[config.mk]
export PLATFORM = sky130hd
export DESIGN_NAME = wb_arbiter
export DESIGN_NICKNAME = d
export VERILOG_FILES = /design/src/rtl/wb_arbiter.sv
export SDC_FILE = /design/constraint.sdc
export NUM_CORES = 1
export LEC_CHECK = 0
export CELL_PAD_IN_SITES_DETAIL_PLACEMENT = 1
export CELL_PAD_IN_SITES_GLOBAL_PLACEMENT = 2
export CORE_MARGIN = 2
export CORE_UTILIZATION = 26
export CTS_CLUSTER_DIAMETER = 60
export DETAILED_ROUTE_END_ITERATION = 8
export GPL_TIMING_DRIVEN = 0
export PLACE_DENSITY_LB_ADDON = 0.1
export SYNTH_ARGS = -nofsm -noshare
export SYNTH_HDL_FRONTEND = slang
export SYNTH_SLANG_ARGS = --single-unit
[constraint.sdc]
create_clock -name clk -period 5.47 [get_ports clk]
set_clock_uncertainty 0.05 [all_clocks]
set_input_delay 1.094 -clock clk [delete_from_list [all_inputs] [get_ports clk]]
set_output_delay 1.094 -clock clk [all_outputs]
set_load 0.02 [all_outputs]
[src/rtl/wb_arbiter.sv]
// Writeback arbiter: four execution units share two regfile write ports.
// Round-robin grant selection, one-cycle registered writeback outputs.
module wb_arbiter #(
  parameter int PHYS_REG_BITS = 6,
  parameter int ROB_IDX_BITS  = 5
) (
  input  logic                               clk,
  input  logic                               rst,
  input  logic                               flush,
  input  logic [3:0]                         req_valid,
  output logic [3:0]                         req_ready,
  input  logic [3:0][PHYS_REG_BITS-1:0]      req_prd,
  input  logic [3:0][4:0]                    req_ard,
  input  logic [3:0][31:0]                   req_data,
  input  logic [3:0][ROB_IDX_BITS-1:0]       req_rob,
  output logic [1:0]                         wb_valid,
  output logic [1:0]                         wb_we,
  output logic [1:0][PHYS_REG_BITS-1:0]      wb_prd,
  output logic [1:0][31:0]                   wb_data,
  output logic [1:0][ROB_IDX_BITS-1:0]       wb_rob
);

  localparam int NUM_PORTS = 2;

  logic [1:0]                          rr_ptr_q, rr_ptr_d;
  logic [NUM_PORTS-1:0]                gnt_vld;
  logic [NUM_PORTS-1:0][1:0]           gnt_idx;

  logic [NUM_PORTS-1:0]                wb_valid_q, wb_we_q;
  logic [NUM_PORTS-1:0][PHYS_REG_BITS-1:0] wb_prd_q;
  logic [NUM_PORTS-1:0][31:0]          wb_data_q;
  logic [NUM_PORTS-1:0][ROB_IDX_BITS-1:0]  wb_rob_q;

  // Scan from rr_ptr with wrap; first hit takes port 0, second takes port 1.
  always_comb begin
    logic [1:0] idx;
    idx       = '0;
    gnt_vld   = '0;
    gnt_idx   = '0;
    req_ready = '0;
    for (int k = 0; k < 4; k++) begin
      idx = rr_ptr_q + 2'(k);
      if (req_valid[idx] && !flush && !rst) begin
        if (!gnt_vld[0]) begin
          gnt_vld[0]     = 1'b1;
          gnt_idx[0]     = idx;
          req_ready[idx] = 1'b1;
        end else if (!gnt_vld[1]) begin
          gnt_vld[1]     = 1'b1;
          gnt_idx[1]     = idx;
          req_ready[idx] = 1'b1;
        end
      end
    end

    rr_ptr_d = rr_ptr_q;
    if (flush)           rr_ptr_d = 2'd0;
    else if (gnt_vld[1]) rr_ptr_d = gnt_idx[1] + 2'd1;
    else if (gnt_vld[0]) rr_ptr_d = gnt_idx[0] + 2'd1;
  end

  always_ff @(posedge clk) begin
    if (rst) begin
      rr_ptr_q   <= '0;
      wb_valid_q <= '0;
      wb_we_q    <= '0;
      wb_prd_q   <= '0;
      wb_data_q  <= '0;
      wb_rob_q   <= '0;
    end else begin
      rr_ptr_q <= rr_ptr_d;
      for (int p = 0; p < NUM_PORTS; p++) begin
        wb_valid_q[p] <= gnt_vld[p];
        // p0 never receives a regfile write; ard 0 results read as zero
        wb_we_q[p]    <= gnt_vld[p] && (req_prd[gnt_idx[p]] != '0);
        if (gnt_vld[p]) begin
          wb_prd_q[p]  <= req_prd[gnt_idx[p]];
          wb_rob_q[p]  <= req_rob[gnt_idx[p]];
          wb_data_q[p] <= (req_ard[gnt_idx[p]] == 5'd0) ? 32'd0 : req_data[gnt_idx[p]];
        end
      end
    end
  end

  assign wb_valid = wb_valid_q;
  assign wb_we    = wb_we_q;
  assign wb_prd   = wb_prd_q;
  assign wb_data  = wb_data_q;
  assign wb_rob   = wb_rob_q;

endmodule
# Word-level counts from Yosys, hierarchy flattened
# Cells that the tools add are included.
# totals
regBits	92
wordCells	115
# classes
add_sub_neg	5
order_cmp	10
mux	66
bitwise	3
reduce_logical	22
# ops
cell	count
32-bit binary-select mux with 2-bit select	2
32-bit two-way mux	4
4-bit two-way mux	13
5-bit binary-select mux with 2-bit select	4
2-bit two-way mux	15
6-bit binary-select mux with 2-bit select	2
5-bit two-way mux	4
2-bit by 3-bit less-than comparator with 1-bit output, second input constant	6
1-bit logical AND	14
1-bit two-way mux	12
6-bit two-way mux	2
4-bit bitwise OR	3
6-bit nonzero test	2
5-bit zero test	2
1-bit binary-select mux with 2-bit select	4
1-bit demux with 2-bit select	4
2-bit by 1-bit greater-or-equal comparator with 1-bit output, second input constant	4
2-bit by 1-bit adder with 2-bit output, second input constant	3
2-bit adder, second input constant	2
1-bit zero test	2
2-bit nonzero test	1
2-bit OR reduction	1

# Longest topological paths before layout
# Gate-level depths: netlist of the first run.
# depth
word_depth	17
mapped_depth	15

# Worst setup path after synthesis of the first run
# No wires, ideal clock.
# synth_path
kind	register to output
from	register rr_ptr_q[0]
to	output port req_ready[2]
t_arrival_ns	2.834
t_required_ns	4.326
slack_ns	1.492
stages_incl_launch_ff	12
path_buffers	4
cell_sequence	dfxtp_1 buf_6 inv_1 clkbuf_1 ha_1 buf_4 or3_1 o22ai_2 buf_4 a21oi_1 a222oi_1 nand2_1
# synth_via
elab_chain_len	17
# synth_rtl
item	line_no	rtl
start: declaration	25	logic [1:0] rr_ptr_q, rr_ptr_d;
start signal: assignment	71	rr_ptr_q <= rr_ptr_d;
2-bit by 1-bit adder with 2-bit output, or another cell as far along	42	idx = rr_ptr_q + 2'(k);
2-bit by 3-bit less-than comparator with 1-bit output (implied by the code), or another cell as far along	47, 51	
1-bit logical AND (implied by the code), or another cell as far along	47, 51	
1-bit two-way mux (implied by the code), or another cell as far along	47, 51	
1-bit demux with 2-bit select or 4-bit two-way mux (tied branches)	47, 51, 43	
4-bit bitwise OR (no source line)	n/a	
4-bit two-way mux	48	end else if (!gnt_vld[1]) begin
4-bit two-way mux	44	if (!gnt_vld[0]) begin
4-bit two-way mux	43	if (req_valid[idx] && !flush && !rst) begin
4-bit bitwise OR (no source line)	n/a	
4-bit two-way mux	48	
4-bit two-way mux	44	
4-bit two-way mux	43	
4-bit bitwise OR (no source line)	n/a	
4-bit two-way mux	48	
4-bit two-way mux	44	
4-bit two-way mux *	43	
end: declaration	11	output logic [3:0] req_ready,
# Mark *: on every way between the ends. The rest lies on a longest branch, timed or not. The select of a mux whose other input is x is not followed.

# Worst setup path after layout of the first run
# layout_path
from	register rr_ptr_q[0]
to	output port req_ready[0]
# Same word-level chain as after synthesis.

==> results of run 1 <==
==> final timing paths <==
check	slack (ns)	start	end	cells past startpoint
min	0.40	wb_data[27]$_SDFFE_PP0P_	wb_data[27]$_SDFFE_PP0P_	2
min reg2reg	0.40	wb_data[27]$_SDFFE_PP0P_	wb_data[27]$_SDFFE_PP0P_	2
max reg2reg	1.02	rr_ptr_q[0]$_SDFFE_PP0P_	rr_ptr_q[1]$_SDFFE_PP0P_	14
max	0.36	rr_ptr_q[0]$_SDFFE_PP0P_	req_ready[0]	12
==> cells by family after synthesis <==
group	count (synthesis)	share of synthesized area [%]
AOI/OAI and AO/OA	193	23.74
xor gates and xnor gates	1	0.1225
adders and majority gates	7	1.207
buffers and inverters	98	7.384
DFF	92	25.76
muxes	136	20.33
and+or+nand+nor	336	21.45
==> flip-flops by register name, summed over array words and instances, names as in the netlist <==
name / cells
wb_prd: 12
wb_rob: 10
wb_data: 64
wb_valid: 2
wb_we: 2
rr_ptr_q: 2
==> layout make-up <==
cell class	count	area share, %
well taps	341	3.939
flip-flops and latches	92	17.01
diodes	7	0.1617
inverters	22	0.7856
clock buffers	12	2.183
multi-input cells	673	44.14
repair buffers	292	26.99
clock inverters	4	0.6816
plain buffers	76	4.113
==> synthesized netlist by cell type, drive strengths merged (3+ instances only) <==
cell,number
a211oi,3
a21oi,28
a222oi,4
a22oi,3
a32o,32
buf,57
clkbuf,19
dfxtp,92
ha,6
inv,22
mux2,51
mux2i,83
nand2,202
nand3,78
nand4,21
nor2,16
nor3,5
o2111ai,11
o211ai,31
o21ai,20
o221ai,7
o31ai,35
or4,4
==> timing repair <==
action                                  in CTS  in global routing
gates resized for setup                      0                  4
hold buffers                                 0                  0
endpoints found under the setup margin       0                  4
==> power by group <==
part	switching (mW)	internal [mW]	leakage, nW
Combinational	0.662	0.587	3.06
Sequential	0.0581	0.773	0.756
Clock	0.290	0.402	0.151
Total	1.01	1.76	3.96
==> worst min-delay path: cells and delay by family, from the launching register on <==
kind | cells | cell delay, ns
AND/OR/NAND/NOR | 1 | 0.05
flip-flops | 1 | 0.31
AO/OA/AOI/OAI | 1 | 0.05
==> metal layers <==
layer	vias to the layer above	share of wire [%]	routed length, um	track usage (%)
met5	-	0	0	0
met4	0	2.2	758	7.098
met3	41	5.0	1692	3.395
met2	247	48	16410	40.39
met1	3809	44	15000	29.59
li1	3822	-	-	-
==> per-stage QoR <==
stage,instance area [sq um],total power [mW],setup WS (ns)
2_1_floorplan,7151,1.518,1.492
3_3_place_gp,10500,2.094,0.1551
3_5_place_dp,10500,2.100,0.1399
4_1_cts,10810,2.807,0.03242
5_1_grt,10830,2.923,0.1466
6_report,10830,2.771,0.3633
==> impl_metrics.ini, run 1 <==
[logic_synthesis]
synth_nets = 1068
synth_top_area_cell = dfxtp_1
ys.flop_type = dfxtp_1
ys_top_cells_by_area = dfxtp_1 26%, mux2i_1 11%, nand2_1 11%, mux2_2 8.0%, nand3_1 5.4%
ys_seq_area_share_pct = 25.76
ys_ff_latch = 92
syn-cell-area_sq_um = 7151
synthArstFlopShare_pct = 0
synth_area_per_cell_sq_um = 8.286
yosys_warnings = 0
yosys.area.top_type_share_pct = 25.76
syn-instance-count = 863
synth-edff-count = 0
synth_cell_types = 72

[layout]
n_fill_cell = 3133
fin_util_pct = 40.19
regArea_sq_um = 1842
fin_cells = 1519
synthToLayoutAreaGrowth_pct = 51.46
drive_gt1_share_pct = 15.88
nets = 1371
multiInputGateArea_sq_um = 4781
mostFrequentLayoutCells = 292 x clkdlybuf4s50_1, 201 x nand2_1, 92 x dfxtp_1
final_common_cell = clkdlybuf4s50_1

[die]
io_pins = 293
core_sq_um = 26950
rows = 60
dieWidth_um = 169.8
die_h_um = 169.8
dieArea_sq_um = 28850
start_util_pct = 26.53

[timing]
fin_tns_setup_ns = 0
finalCritPeriodShare_pct = 93.36
period_minus_slack_ns = 5.107
slew-limit-headroom_pct = 34.26
slew_violations = 0
grt_setup_unrepaired = no
whs_ns = 0.4026
hold_viol = 0
finalSetupViolCount = 0
tightest_slew_ns = 0.9862
fmax_mhz = 195.8

[global_routing]
grt_pass1_wl_mm = 50.98
grt-ovfl-total = 0
antenna_found_initial = 7
grtUsageTotal_pct = 23.20
grt_max_degree = 15
grt_pass1_vias = 8472

[flow_run]
cap_viol_max_count = 0

[place]
gp_congestion = 0.8793
dp.cells = 1496
hpwlAfterDp_mm = 26.48
portBuffers = 292

[pwr]
ir_worst_vdd_mv = 0.1187
leakagePower_nw = 3.964
power.density_nw_per_um2 = 255.9

[critical_path]
end_kind = output port
cp_num_buf_inv = 6
cp.arrival_ns = 3.96
max_stage_delay_ns = 0.55
critical-path-top-delay-family = buffers and inverters
cp_max_fo = 12
path_class = flip-flop to output port
start_kind = flip-flop
cp_data_required_time_ns = 4.33
path_cells = buf_6, inv_1, clkbuf_2, ha_1, buf_4, or3_1, o22ai_2, buf_4, a21oi_1, a222oi_1, nand2_1, clkdlybuf4s50_1
slowest_stage = clkdlybuf4s50_1
cp_common_cell = buf_4

[routing]
wire_per_inst_um = 22.29
vias_per_cell = 5.213
dr_total_vias = 7919
wl_mm = 33.86
drt_iter0_markers = 377
postRouteAntennaNets = 0
drt-pass1-iter-count = 5
drc = 0

[run_status]
status = finished, final reports clean

[clock_network]
insertion_delay_ns = 0.35
cts_tree = built
cts_made_buffers = 9
post-cts-setup-buffers = 0
clk_pin_slew_ns = 0.06
cts-root-buf = clkbuf_16
htreeDepth = 3
clk_path_buf_depth = 2
numClockSinks = 92

[worst_hold_path]
min_path_type = flip-flop to flip-flop
Note: power is estimated with default switching activity, not from simulation.
==> run 2, diff against run 1 <==
HOLD_SLACK_MARGIN = 0.15   (was not set)
==> results of run 2 <==
No change in the layout: final DEF, timing and power equal those of run 1.
==> run 3, diff against run 2 <==
PLACE_DENSITY_LB_ADDON = 0.25   (was 0.1)
==> run 3 against run 2 <==
Effect of this change: first-iteration DRC count increased by 7.4%; cell area is 0.53% lower; sequential power is essentially flat; total power down 2.8%; die area did not move; hold slack improved by 0.0054 ns; setup slack got worse by 0.026 ns; register-to-register slack better by 0.18 ns; non-clock buffer count is the same; fmax shrank 0.50%; combinational power about the same; critical path depth is the same; largest power group unchanged; highest routed layer is now met5.
==> impl_metrics.ini, run 3 (synthesis gave the netlist of run 1 again) <==
[run_status]
status = finished, final reports clean

[global_routing]
grt_max_degree = 16
grt_pass1_wl_mm = 50.80
antenna_found_initial = 2
grt_pass1_vias = 8552
grt-ovfl-total = 0
grtUsageTotal_pct = 23.07

[pwr]
power.density_nw_per_um2 = 250.0
p_sw_share_pct = 38.07
internal_power_mw = 1.668
power_frac_seq_pct = 30.8
power_frac_clock_pct = 22.7
ir_worst_vdd_mv = 0.1407
leakagePower_nw = 3.930
p_comb_share_pct = 46.4
power_switching_mw = 1.025

[layout]
n_fill_cell = 3187
mostFrequentLayoutCells = 292 x clkdlybuf4s50_1, 201 x nand2_1, 92 x dfxtp_1
nets = 1371
multiInputGateArea_sq_um = 4781
final_common_cell = clkdlybuf4s50_1
synthToLayoutAreaGrowth_pct = 50.66
regArea_sq_um = 1842
drive_gt1_share_pct = 15.98
fin_util_pct = 39.97
largest_reg_flops = 64

[timing]
fin_tns_setup_ns = 0
tightest_slew_ns = 0.9898
finalCritPeriodShare_pct = 93.83
fmax_mhz = 194.8
grt_setup_unrepaired = no
period_minus_slack_ns = 5.132
slew-limit-headroom_pct = 34.01
whs_ns = 0.4080
finalSetupViolCount = 0
hold_viol = 0
slew_violations = 0

[critical_path]
end_kind = output port
cp_max_fo = 12
cp.arrival_ns = 3.99
start_kind = flip-flop
cp_data_required_time_ns = 4.33
reg2regPathDepth = 14
path_class = flip-flop to output port

[clock_network]
cts_made_buffers = 9
insertion_delay_ns = 0.35
htreeDepth = 3
numClockSinks = 92
post-cts-setup-buffers = 0
clk_pin_slew_ns = 0.07
cts-root-buf = clkbuf_16
clk_path_buf_depth = 2
cts_tree = built

[flow_run]
cap_viol_max_count = 0

[die]
dieWidth_um = 169.8
rows = 60
start_util_pct = 26.53
core_sq_um = 26950
dieArea_sq_um = 28850
io_pins = 293
die_h_um = 169.8

[routing]
drt-pass1-iter-count = 6
drc = 0
wire_per_inst_um = 22.47
postRouteAntennaNets = 0
dr_total_vias = 8002
vias_per_cell = 5.292
wl_mm = 33.97
drt_iter0_markers = 405

[place]
portBuffers = 292
hpwlAfterDp_mm = 26.60
gp_congestion = 0.8690

[worst_hold_path]
min_path_type = flip-flop to flip-flop
whs_path_depth = 2
## run 3: cell types whose count changed in the layout (fill, tap and decap cells not counted)
cell        delta
clkinvlp_4     +4
inv_6          +1
clkinv_2       -1
bufinv_16      -2
clkbuf_1       -2
clkinv_4       -1
diode_2        -6
## run 3: power by group through the flow
| stage | Combinational (mW) | Clock [mW] | Sequential [mW] |
|---|---|---|---|
| after global placement | 1.25 | 0 | 0.843 |
| after global routing | 1.34 | 0.650 | 0.843 |
| after floorplan | 0.559 | 0 | 0.958 |
| final | 1.25 | 0.612 | 0.831 |
| after detailed placement | 1.25 | 0 | 0.846 |
| after CTS | 1.26 | 0.630 | 0.832 |
## run 3: layer usage
layer	global-route usage [%]	part of all wire, %	up-vias
met1	28.63	44	3854
met2	40.34	47	302
li1	-	-	3804
met5	0	0.0088	-
met4	5.909	2.1	2
met3	5.140	7.2	40
## run 3: path summary, 6_finish.rpt
path,slack (ns),endpoint,startpoint
min reg2reg,0.41,wb_data[27]$_SDFFE_PP0P_,wb_data[27]$_SDFFE_PP0P_
max reg2reg,1.20,wb_data[16]$_SDFFE_PP0P_,rr_ptr_q[0]$_SDFFE_PP0P_
min,0.41,wb_data[27]$_SDFFE_PP0P_,wb_data[27]$_SDFFE_PP0P_
max,0.34,req_ready[2],rr_ptr_q[0]$_SDFFE_PP0P_
## run 3: cell type report
class,count,share of cell area [%]
antenna,1,0.02323
buffer,76,4.135
clock buffer,10,2.125
clock inverter,5,0.3600
inverter,22,0.7898
multi-input combinational,673,44.38
sequential,92,17.10
tap,341,3.961
timing repair buffer,292,27.13
## run 3: per-stage QoR
stage | total power, mW | worst slack, ns | instance area [sq um] | cells
CTS | 2.721 | 0.07916 | 10770 | 1511
floorplan | 1.518 | 1.492 | 7151 | 863
global route | 2.830 | 0.1167 | 10770 | 1511
global placement | 2.091 | 0.2316 | 10500 | 1496
finish | 2.693 | 0.3377 | 10770 | 1512
detailed placement | 2.100 | 0.2436 | 10500 | 1496
## run 3: worst max-delay path, stage by stage, from the launching register on
cell	delay, ns
dfxtp_1	0.42
buf_6	0.17
inv_1	0.14
clkbuf_2	0.27
ha_1	0.38
buf_4	0.18
or3_1	0.41
o22ai_2	0.29
buf_4	0.25
a21oi_1	0.14
a222oi_1	0.31
nand2_1	0.09
clkdlybuf4s50_1	0.55
## run 3: timing repair
item                                    in CTS  in global routing
endpoints found under the setup margin       0                  4
hold buffers                                 0                  0
resized for setup                            0                  4
